==> src/rtl/product_bcd_converter.sv <==
// product_bcd_converter: double-dabble binary-to-BCD of the multiplier product, one shift per clock.
// Define BCD_SIGNED_INPUT_EN to treat Product as two's complement (magnitude converted, sign on Neg).
module product_bcd_converter #(
    parameter int WIDTH  = 16,
    parameter int DIGITS = 5
) (
    input  logic                  Clk,
    input  logic                  Reset,
    input  logic                  Start,
    input  logic [WIDTH-1:0]      Product,
    output logic                  Busy,
    output logic                  Done,
    output logic                  Neg,
    output logic [4*DIGITS-1:0]   Bcd
);
    localparam int CW = $clog2(WIDTH + 1);
    typedef enum logic [1:0] {IDLE, SHIFT, DONE} state_t;
    state_t state, state_nxt;
    logic [WIDTH-1:0]    bin, mag;
    logic [4*DIGITS-1:0] bcd_w, bcd_adj;
    logic [CW-1:0]       cnt;
    logic                sign_p, sign_in;
`ifdef BCD_SIGNED_INPUT_EN
    // Truncated negate is exact here: the most negative input yields its unsigned magnitude.
    assign mag     = Product[WIDTH-1] ? -Product : Product;
    assign sign_in = Product[WIDTH-1];
`else
    assign mag     = Product;
    assign sign_in = 1'b0;
`endif
    assign Busy = state != IDLE;
    always_comb begin
        bcd_adj = bcd_w;
        for (int i = 0; i < DIGITS; i++)
            bcd_adj[4*i +: 4] = bcd_w[4*i +: 4] >= 4'd5 ? bcd_w[4*i +: 4] + 4'd3 : bcd_w[4*i +: 4];
    end
    always_comb begin
        state_nxt = state;
        case (state)
            IDLE:    state_nxt = Start ? SHIFT : IDLE;
            SHIFT:   state_nxt = cnt == CW'(1) ? DONE : SHIFT;
            default: state_nxt = IDLE;
        endcase
    end
    always_ff @(posedge Clk)
        state <= Reset ? IDLE : state_nxt;
    always_ff @(posedge Clk) begin
        if (Reset) begin
            bin    <= '0;
            bcd_w  <= '0;
            cnt    <= '0;
            sign_p <= 1'b0;
            Bcd    <= '0;
            Neg    <= 1'b0;
            Done   <= 1'b0;
        end else begin
            Done <= 1'b0;
            case (state)
                IDLE: if (Start) begin
                    bin    <= mag;
                    sign_p <= sign_in;
                    bcd_w  <= '0;
                    cnt    <= CW'(WIDTH);
                end
                SHIFT: begin
                    {bcd_w, bin} <= {bcd_adj[4*DIGITS-2:0], bin, 1'b0};
                    cnt          <= cnt - 1'b1;
                end
                DONE: begin
                    Bcd  <= bcd_w;
                    Neg  <= sign_p;
                    Done <= 1'b1;
                end
                default: ;
            endcase
        end
    end
endmodule
==> config.mk <==
export PLATFORM = sky130hd
export DESIGN_NAME = product_bcd_converter
export DESIGN_NICKNAME = d
export VERILOG_FILES = /design/src/rtl/product_bcd_converter.sv
export SDC_FILE = /design/constraint.sdc
export NUM_CORES = 1
export LEC_CHECK = 0
export ABC_CLOCK_PERIOD_IN_PS = 2700
export CAP_MARGIN = 10
export CORE_UTILIZATION = 46
export CTS_CLUSTER_SIZE = 8
export DETAILED_ROUTE_END_ITERATION = 7
export PLACE_DENSITY = 0.79
export SLEW_MARGIN = 20
export SYNTH_ARGS = -nofsm -noshare
export SYNTH_HDL_FRONTEND = slang
export SYNTH_SLANG_ARGS = --single-unit
==> constraint.sdc <==
create_clock -name Clk -period 2.7 [get_ports Clk]
set_clock_uncertainty 0.15 [all_clocks]
set_input_delay 0.81 -clock Clk [delete_from_list [all_inputs] [get_ports Clk]]
set_output_delay 0.81 -clock Clk [all_outputs]
set_load 0.02 [all_outputs]
Yosys cells after proc, flatten, opt, wreduce, memory -nomap -nowiden
Index checks and enable logic that the tools add are counted.
W data, S select, Z words.

cells by class
  add/sub/neg operators = 6
  $lt $le $gt $ge = 5
  mux-type cells = 15
  equal/unequal tests = 4
  reductions and logical operators = 4

operators by type and width
  operator               number
  $pmux W20 S2           1
  $pmux W16 S2           1
  $ge A4 B3 Y1 const B   5
  $mux W20               1
  $add A4 B2 Y4 const B  4
  $mux W16               1
  $mux W4                4
  $pmux W5 S2            1
  $eq A5 B1 Y1 const B   1
  $mux W5                1
  $sub A5 B1 Y5 const B  1
  $pmux W2 S2            1
  $reduce_bool A2 Y1     2
  $add A3 B2 Y3 const B  1
  $mux W3                1
  $eq A2 B1 Y1 const B   1
  $eq A2 B2 Y1 const B   1
  $logic_not A2 Y1       1
  $mux W1                2
  $mux W2                1
  $ne A2 B2 Y1 const B   1
  $reduce_and A2 Y1      1

storage, ports and cells
  word-level logic and storage cells = 40
  input port bits = 19
  output and inout port bits = 23
  register bits after elaboration = 64

Logic depth before layout (Yosys ltp)
Gate-level depths: netlist (run 1).

  depth in word-level cells = 3
  mapped depth = 6
  gate-level depth less buffers = 6

Worst setup path before layout (run 1)
OpenSTA, ideal clock, no wires.

  path kind = input -> register
  start point = input port Start
  end point = register bcd_w[0]
  path slack = 0.829 ns
  setup time = 0.128 ns
  stages on the path = 6
  buffers on the path = 2
  arrival time = 1.593 ns
  cell sequence = buf_2 -> nor2_4 -> or2_4 -> buf_6 -> a22oi_2 -> nor2_1

on the way
  word-level cells in the longest chain between the ends = 2

RTL lines
  element                             RTL line  text
  start: declaration                  9         input logic Start,
  $ne A2 B2 Y1 (no source line)       -
  $reduce_and A2 Y1 (no source line)  -
  end signal: assignment              66        {bcd_w, bin} <= {bcd_adj[4*DIGITS-2:0], bin, 1'b0};
  end: declaration                    20        logic [4*DIGITS-1:0] bcd_w, bcd_adj;

No other way between the ends.
A chain may end at the register's enable or synchronous reset.

Final worst setup path (run 1)
  start point = register state[0]
  end point = output port Busy

on the way
  word-level cells in the longest chain between the ends = 1

RTL lines
  element                   RTL line  text
  start: declaration        18        state_t state, state_nxt;
  start signal: assignment  46        state <= Reset ? IDLE : state_nxt;
  $reduce_bool A2 Y1        31        assign Busy = state != IDLE;
  end: declaration          11        output logic Busy,

No other way between the ends.

==> metrics.csv, run 1 <==
stage,metric,value,unit
grt,Overall Global Routing Usage,0.185,
floorplanning,die width,82.9,um
clock_network,worst-skew pair later-pin latency,0.34,ns
outcome,status,completed,
detailed_routing,# DRC,0,
power,Peak VDD IR,0.440,mV
final_layout,post-layout net count,434,
final_layout,layout overhead on the synthesized area,19.6,%
placement,Placed Area,0.00341,mm2
floorplanning,area of the die,0.00687,mm2
setup_path,crit path DAT,1.42,ns
final_layout,fill cell count,599,
power,P_leak,1.37,nW
detailed_routing,vias per inst,5.21,
clock_network,CTS hold repair buffers,0,
logic_synthesis,"EDFF count, synth",0,
logic_synthesis,Synth Cell Area,0.00301,mm2
setup_path,flop2flop setup slack,0.82,ns
sta,part of the cycle the worst path needs,0.882,
sta,Max Freq,420,MHz
clock_network,CTS sink cnt,64,
grt,vias in the first global route,2346,
logic_synthesis,cell count after synthesis,369,
detailed_routing,DRT iter0 DRCs,71,
sta,minimum clock period,2.38,ns
grt,antenna violations before repair,0,
setup_path,Critical Path Sink Type,primary output,
placement,GP Congestion,0.784,
setup_path,Critical Path Start Type,flip-flop,
detailed_routing,via count,2524,
clock_network,H-tree levels,3,
grt,largest net degree at the start of global routing,39,
floorplanning,Rows,29,
floorplanning,Core ar.,0.00635,mm2
logic_synthesis,"Seq/Total Area, Yosys",0.425,
sta,endpoints failing hold,0,
setup_path,Required @ worst endpoint,1.74,ns
setup_path,crit-path max FO,2,
logic_synthesis,most frequent cells after synthesis,"dfxtp_1, nor2_1, a21oi_1, nand2_1, nor3_1",
logic_synthesis,"Avg Cell Area, Syn",8.16,um2
sta,Hold Slack,0.303,ns
logic_synthesis,synthesis warning total,0,
logic_synthesis,"Top FF cell, synth",dfxtp_1,
clock_network,CTS tree,yes,
logic_synthesis,number of synthesized register bits,64,
final_layout,Final Instance Area,0.00360,mm2
power,total power,0.00202,W
floorplanning,Top Ports,42,
clock_network,postcts setup bufs,0,
detailed_routing,routed len/inst,12.4,um
placement,PortBufs,40,
clock_network,clock-pin slew on the worst setup and hold paths,0.07,ns
clock_network,CTS root buf,clkbuf_8,
final_layout,# diodes,0,
detailed_routing,Post-DRT Antenna Nets,0,
detailed_routing,Pre-antenna DRT Iters,4,
floorplanning,Starting Density,0.474,
logic_synthesis,Synth Net Count,400,
logic_synthesis,"count leader, synth",dfxtp_1,
final_layout,fraction of layout cells with a size suffix above 1,0.0860,
clock_network,cts bufs inserted,9,
clock_network,CTS Buffer Depth,2,
job,Max Cap Violations,0,
power,Power per Cell Area,561,mW/mm2
logic_synthesis,synth unique cells,34,
logic_synthesis,Synth async-reset ratio,0,
hold_path,Hold Path Class,reg -> reg,
sta,# setup viols final,0,
grt,first-pass GRT wire length,10300,um
logic_synthesis,"area leader, netlist",dfxtp_1,
grt,"Remaining Overflow, GRT",0,
sta,setup TNS,0,ns
sta,Slew @ Worst Pin,0.784,ns
sta,RSZ-0062 raised after global routing,no,
detailed_routing,final WL,5980,um
clock_network,Resized cells post-CTS,0,
floorplanning,Die Y,82.9,um
sta,fin. max-slew vios,0,
setup_path,WS Path Type,reg -> out,
placement,HPWL after DPL,3940,um
final_layout,area of the multi-input gates,0.00153,mm2
logic_synthesis,Area contributors post-synth,"dfxtp_1, a21oi_1, nor2_1, nand2_1, ha_1",
sta,Max transition margin,0.477,
final_layout,Seq. cell area,0.00128,mm2
logic_synthesis,Synth top area share,0.425,
==> layer usage <==
layer	routed length (um)	GRT usage	share of wire	up-vias
li1	-	-	-	1287
met1	2810	0.211	0.47	1188
met2	2900	0.329	0.49	44
met3	221	0.0626	0.037	5
met4	43	0.0470	0.0072	0
met5	0	0	0	-
==> placed cells by master, fill, tap and decap left out, types with 12 or more instances in the layout <==
master	netlist	routed
ha_1	12	12
dfxtp_1	64	64
a21oi_1	49	49
nor2b_1	15	15
nor2_1	54	54
a22o_1	14	14
inv_1	15	15
nand2_1	43	43
clkdlybuf4s50_1	0	39
nor3_1	20	20
==> layout make-up <==
| cell class | instances | share of cell area |
|---|---|---|
| Clock buffer | 11 | 0.0393 |
| Multi-Input combinational cell | 265 | 0.424 |
| Tap cell | 77 | 0.0268 |
| Sequential cell | 64 | 0.356 |
| Clock inverter | 4 | 0.0125 |
| Inverter | 15 | 0.0156 |
| Timing Repair Buffer | 48 | 0.126 |
==> registers in the layout, summed over array words and instances (netlist names) <==
register  flops
state         2
bin          16
bcd_w        20
Bcd          20
cnt           5
Done          1
==> worst max-delay path, cell delays in order, from the launching register on <==
cell and delay (ns):
dfxtp_1 0.31, or2_4 0.25, clkdlybuf4s50_1 0.53
==> worst paths after layout <==
path	from	end	cells after the start
worst min register to register	Bcd[13]$_SDFFE_PP0P_	Bcd[13]$_SDFFE_PP0P_	2
worst max register to register	state[0]$_SDFF_PP0_	Bcd[10]$_SDFFE_PP0P_	4
worst max-delay path	state[0]$_SDFF_PP0_	Busy	2
worst min-delay path	Bcd[13]$_SDFFE_PP0P_	Bcd[13]$_SDFFE_PP0P_	2
==> report_power, final <==
group / total [W] / internal, W / switching (W)
sequential: 0.00100 / 0.000978 / 0.0000223
combinational: 0.000225 / 0.0000988 / 0.000126
clock: 0.000797 / 0.000442 / 0.000355
==> logic make-up (layout without fill, tap and decap cells) <==
group,Yosys count,after routing,share of synthesized area
AO/OA/AOI/OAI,80,80,0.165
XOR/XNOR,9,9,0.0262
adder cells (fa/ha/maj),12,12,0.0499
buffers and inverters,40,78,0.0681
flip-flops,64,64,0.425
multiplexers,5,5,0.0166
other,1,1,0.00125
AND/OR/NAND/NOR,158,158,0.247
==> metrics by stage <==
stage,instances,utilization,setup slack [ns]
final,484,0.567,0.317
after global routing,484,0.567,0.273
after CTS,484,0.567,0.296
after detailed placement,469,0.538,0.405
after global placement,469,0.538,0.434
after floorplan,369,-,0.829
Power figures use the tool's default switching activity.
==> inputs of run 2 (changes only) <==
- CORE_ASPECT_RATIO: not set -> 1.25
- CTS_CLUSTER_DIAMETER: not set -> 150
==> run 2 against run 1 <==
  * Sequential cell count unchanged
  * Global-route usage grew 0.91 points
  * Clock power is 5.0% higher
  * Sequential power barely moved
  * Power increased by 1.9%
  * Non-clock buffer count is 1 lower
  * Sequential share of layout area decreased by 0.21 points
  * Largest power group unchanged
  * Die area barely moved
==> metrics.csv, run 2 (synthesis results as in run 1) <==
stage,metric,value,unit
outcome,status,completed,
grt,first-pass GRT wire length,10500,um
grt,largest net degree at the start of global routing,39,
detailed_routing,routed len/inst,12.2,um
final_layout,"commonest non-fill, non-tap cells in the layout","dfxtp_1, nor2_1, a21oi_1",
sta,Max Freq,418,MHz
placement,GP Congestion,0.765,
power,Switching Fraction,0.257,
placement,PortBufs,40,
final_layout,post-layout net count,433,
setup_path,Critical Path Sink Type,primary output,
setup_path,Worst path top cell family by delay,buffers and inverters,
final_layout,layout overhead on the synthesized area,20.3,%
detailed_routing,DRT iter0 DRCs,116,
floorplanning,Die Y,92.5,um
final_layout,Post-Layout Cell Count,492,
floorplanning,die width,74.4,um
clock_network,CTS hold repair buffers,0,
sta,part of the cycle the worst path needs,0.886,
floorplanning,Starting Density,0.482,
grt,antenna violations before repair,0,
grt,layer with the highest usage,met2,
clock_network,postcts setup bufs,0,
setup_path,slowest CP cell,clkdlybuf4s50_1,
floorplanning,Top Ports,42,
sta,setup TNS,0,ns
setup_path,WS Path Type,reg -> out,
detailed_routing,final WL,5980,um
clock_network,worst-skew pair later-pin latency,0.34,ns
detailed_routing,via count,2501,
setup_path,crit path DAT,1.43,ns
sta,RSZ-0062 raised after global routing,no,
setup_path,Critical Path Start Type,flip-flop,
clock_network,CTS root buf,clkbuf_8,
placement,dpl ws,0.312,ns
sta,Max transition margin,0.518,
power,Logic pwr share,0.108,
grt,vias in the first global route,2442,
final_layout,fraction of layout cells with a size suffix above 1,0.0885,
setup_path,crit-path max FO,2,
clock_network,CTS tree,yes,
clock_network,Resized cells post-CTS,0,
final_layout,"commonest non-fill, non-tap cell in the layout",dfxtp_1,
power,Power per Cell Area,568,mW/mm2
power,Peak VDD IR,0.303,mV
floorplanning,Core ar.,0.00625,mm2
power,Pint,0.00153,W
sta,Final WS setup,0.307,ns
detailed_routing,Pre-antenna DRT Iters,4,
final_layout,# diodes,0,
setup_path,crit path cell chain,or2_4 > clkdlybuf4s50_1,
placement,HPWL after DPL,4080,um
sta,endpoints failing hold,0,
grt,met3 usage,0.0435,
hold_path,Hold Path Class,reg -> reg,
sta,fin. max-slew vios,0,
setup_path,max incr delay on CP,0.54,ns
clock_network,CTS Buffer Depth,2,
power,P_leak,1.37,nW
detailed_routing,Post-DRT Antenna Nets,0,
detailed_routing,vias per inst,5.08,
detailed_routing,# DRC,0,
clock_network,cts bufs inserted,9,
power,switching pwr,0.000530,W
power,register share of total power,0.485,
setup_path,Required @ worst endpoint,1.74,ns
grt,met1 Use GR,0.229,
clock_network,H-tree levels,3,
grt,GR Util met2,0.332,
grt,Overall Global Routing Usage,0.194,
floorplanning,Rows,32,
setup_path,Buf/Inv on CP,1,
sta,# setup viols final,0,
final_layout,Final Instance Area,0.00362,mm2
clock_network,CTS sink cnt,64,
clock_network,clock-pin slew on the worst setup and hold paths,0.07,ns
power,power share of the clock group,0.407,
placement,Placed Area,0.00342,mm2
job,Max Cap Violations,0,
sta,minimum clock period,2.39,ns
final_layout,largest registers,"Bcd: 20 flops, bcd_w: 20 flops, bin: 16 flops",
placement,Placed Cells,476,
floorplanning,area of the die,0.00688,mm2
grt,"Remaining Overflow, GRT",0,
sta,Slew @ Worst Pin,0.723,ns
[run 2: changes by cell type in the layout (fill, tap and decap cells not counted)]
cell        change
clkinvlp_4      +2
clkinv_2        -2
clkbuf_1        -1
inv_6           +1
buf_4           -1
clkinv_4        +1
[run 2: metal layers]
layer,vias up,wire length (um)
met3,8,257
li1,1291,-
met1,1149,2670
met2,53,2980
met5,-,0
met4,0,65
[run 2: area by class of cell]
class	count	area [um2]
fillers	590	2620
multi-input cells	265	1530
flip-flops and latches	64	1280
repair buffers	47	448
clock buffers	10	138
well taps	85	106
clock inverters	6	67.6
inverters	15	56.3
[run 2: per-stage QoR]
step | utilization | total power (W) | hold slack (ns)
after floorplan | - | 0.00119 | 0.291
after global placement | 0.547 | 0.00124 | 0.292
after detailed placement | 0.547 | 0.00124 | 0.296
after CTS | 0.580 | 0.00208 | 0.306
after global routing | 0.580 | 0.00216 | 0.321
final | 0.580 | 0.00206 | 0.303
[run 2: final timing paths]
kind                            slack [ns]            startpoint              endpoint  depth (start not counted)
worst max-delay path                  0.31   state[0]$_SDFF_PP0_                  Busy                          2
worst min-delay path                  0.30  Bcd[17]$_SDFFE_PP0P_  Bcd[17]$_SDFFE_PP0P_                          2
worst max register to register        0.87   state[0]$_SDFF_PP0_   cnt[4]$_SDFFE_PP0P_                          4
worst min register to register        0.30  Bcd[17]$_SDFFE_PP0P_  Bcd[17]$_SDFFE_PP0P_                          2
[run 2: power by group through the flow]
stage	Combinational (W)	Clock (W)	Sequential [W]
4_1_cts	0.000224	0.000857	0.00100
3_3_place_gp	0.000217	0	0.00102
2_1_floorplan	0.000170	0	0.00102
6_report	0.000222	0.000837	0.00100
3_5_place_dp	0.000222	0	0.00102
5_1_grt	0.000250	0.000904	0.00100
[run 2: worst min-delay path: stages (launching register included)]
cell	delay [ns]
dfxtp_1	0.31
nand2_1	0.05
a21oi_1	0.05
==> inputs of run 3 (changes only) <==
- SKIP_CTS_REPAIR_TIMING: not set -> 1
==> results of run 3 <==
Same layout as run 2: the final DEF is identical, and so are final timing and power.
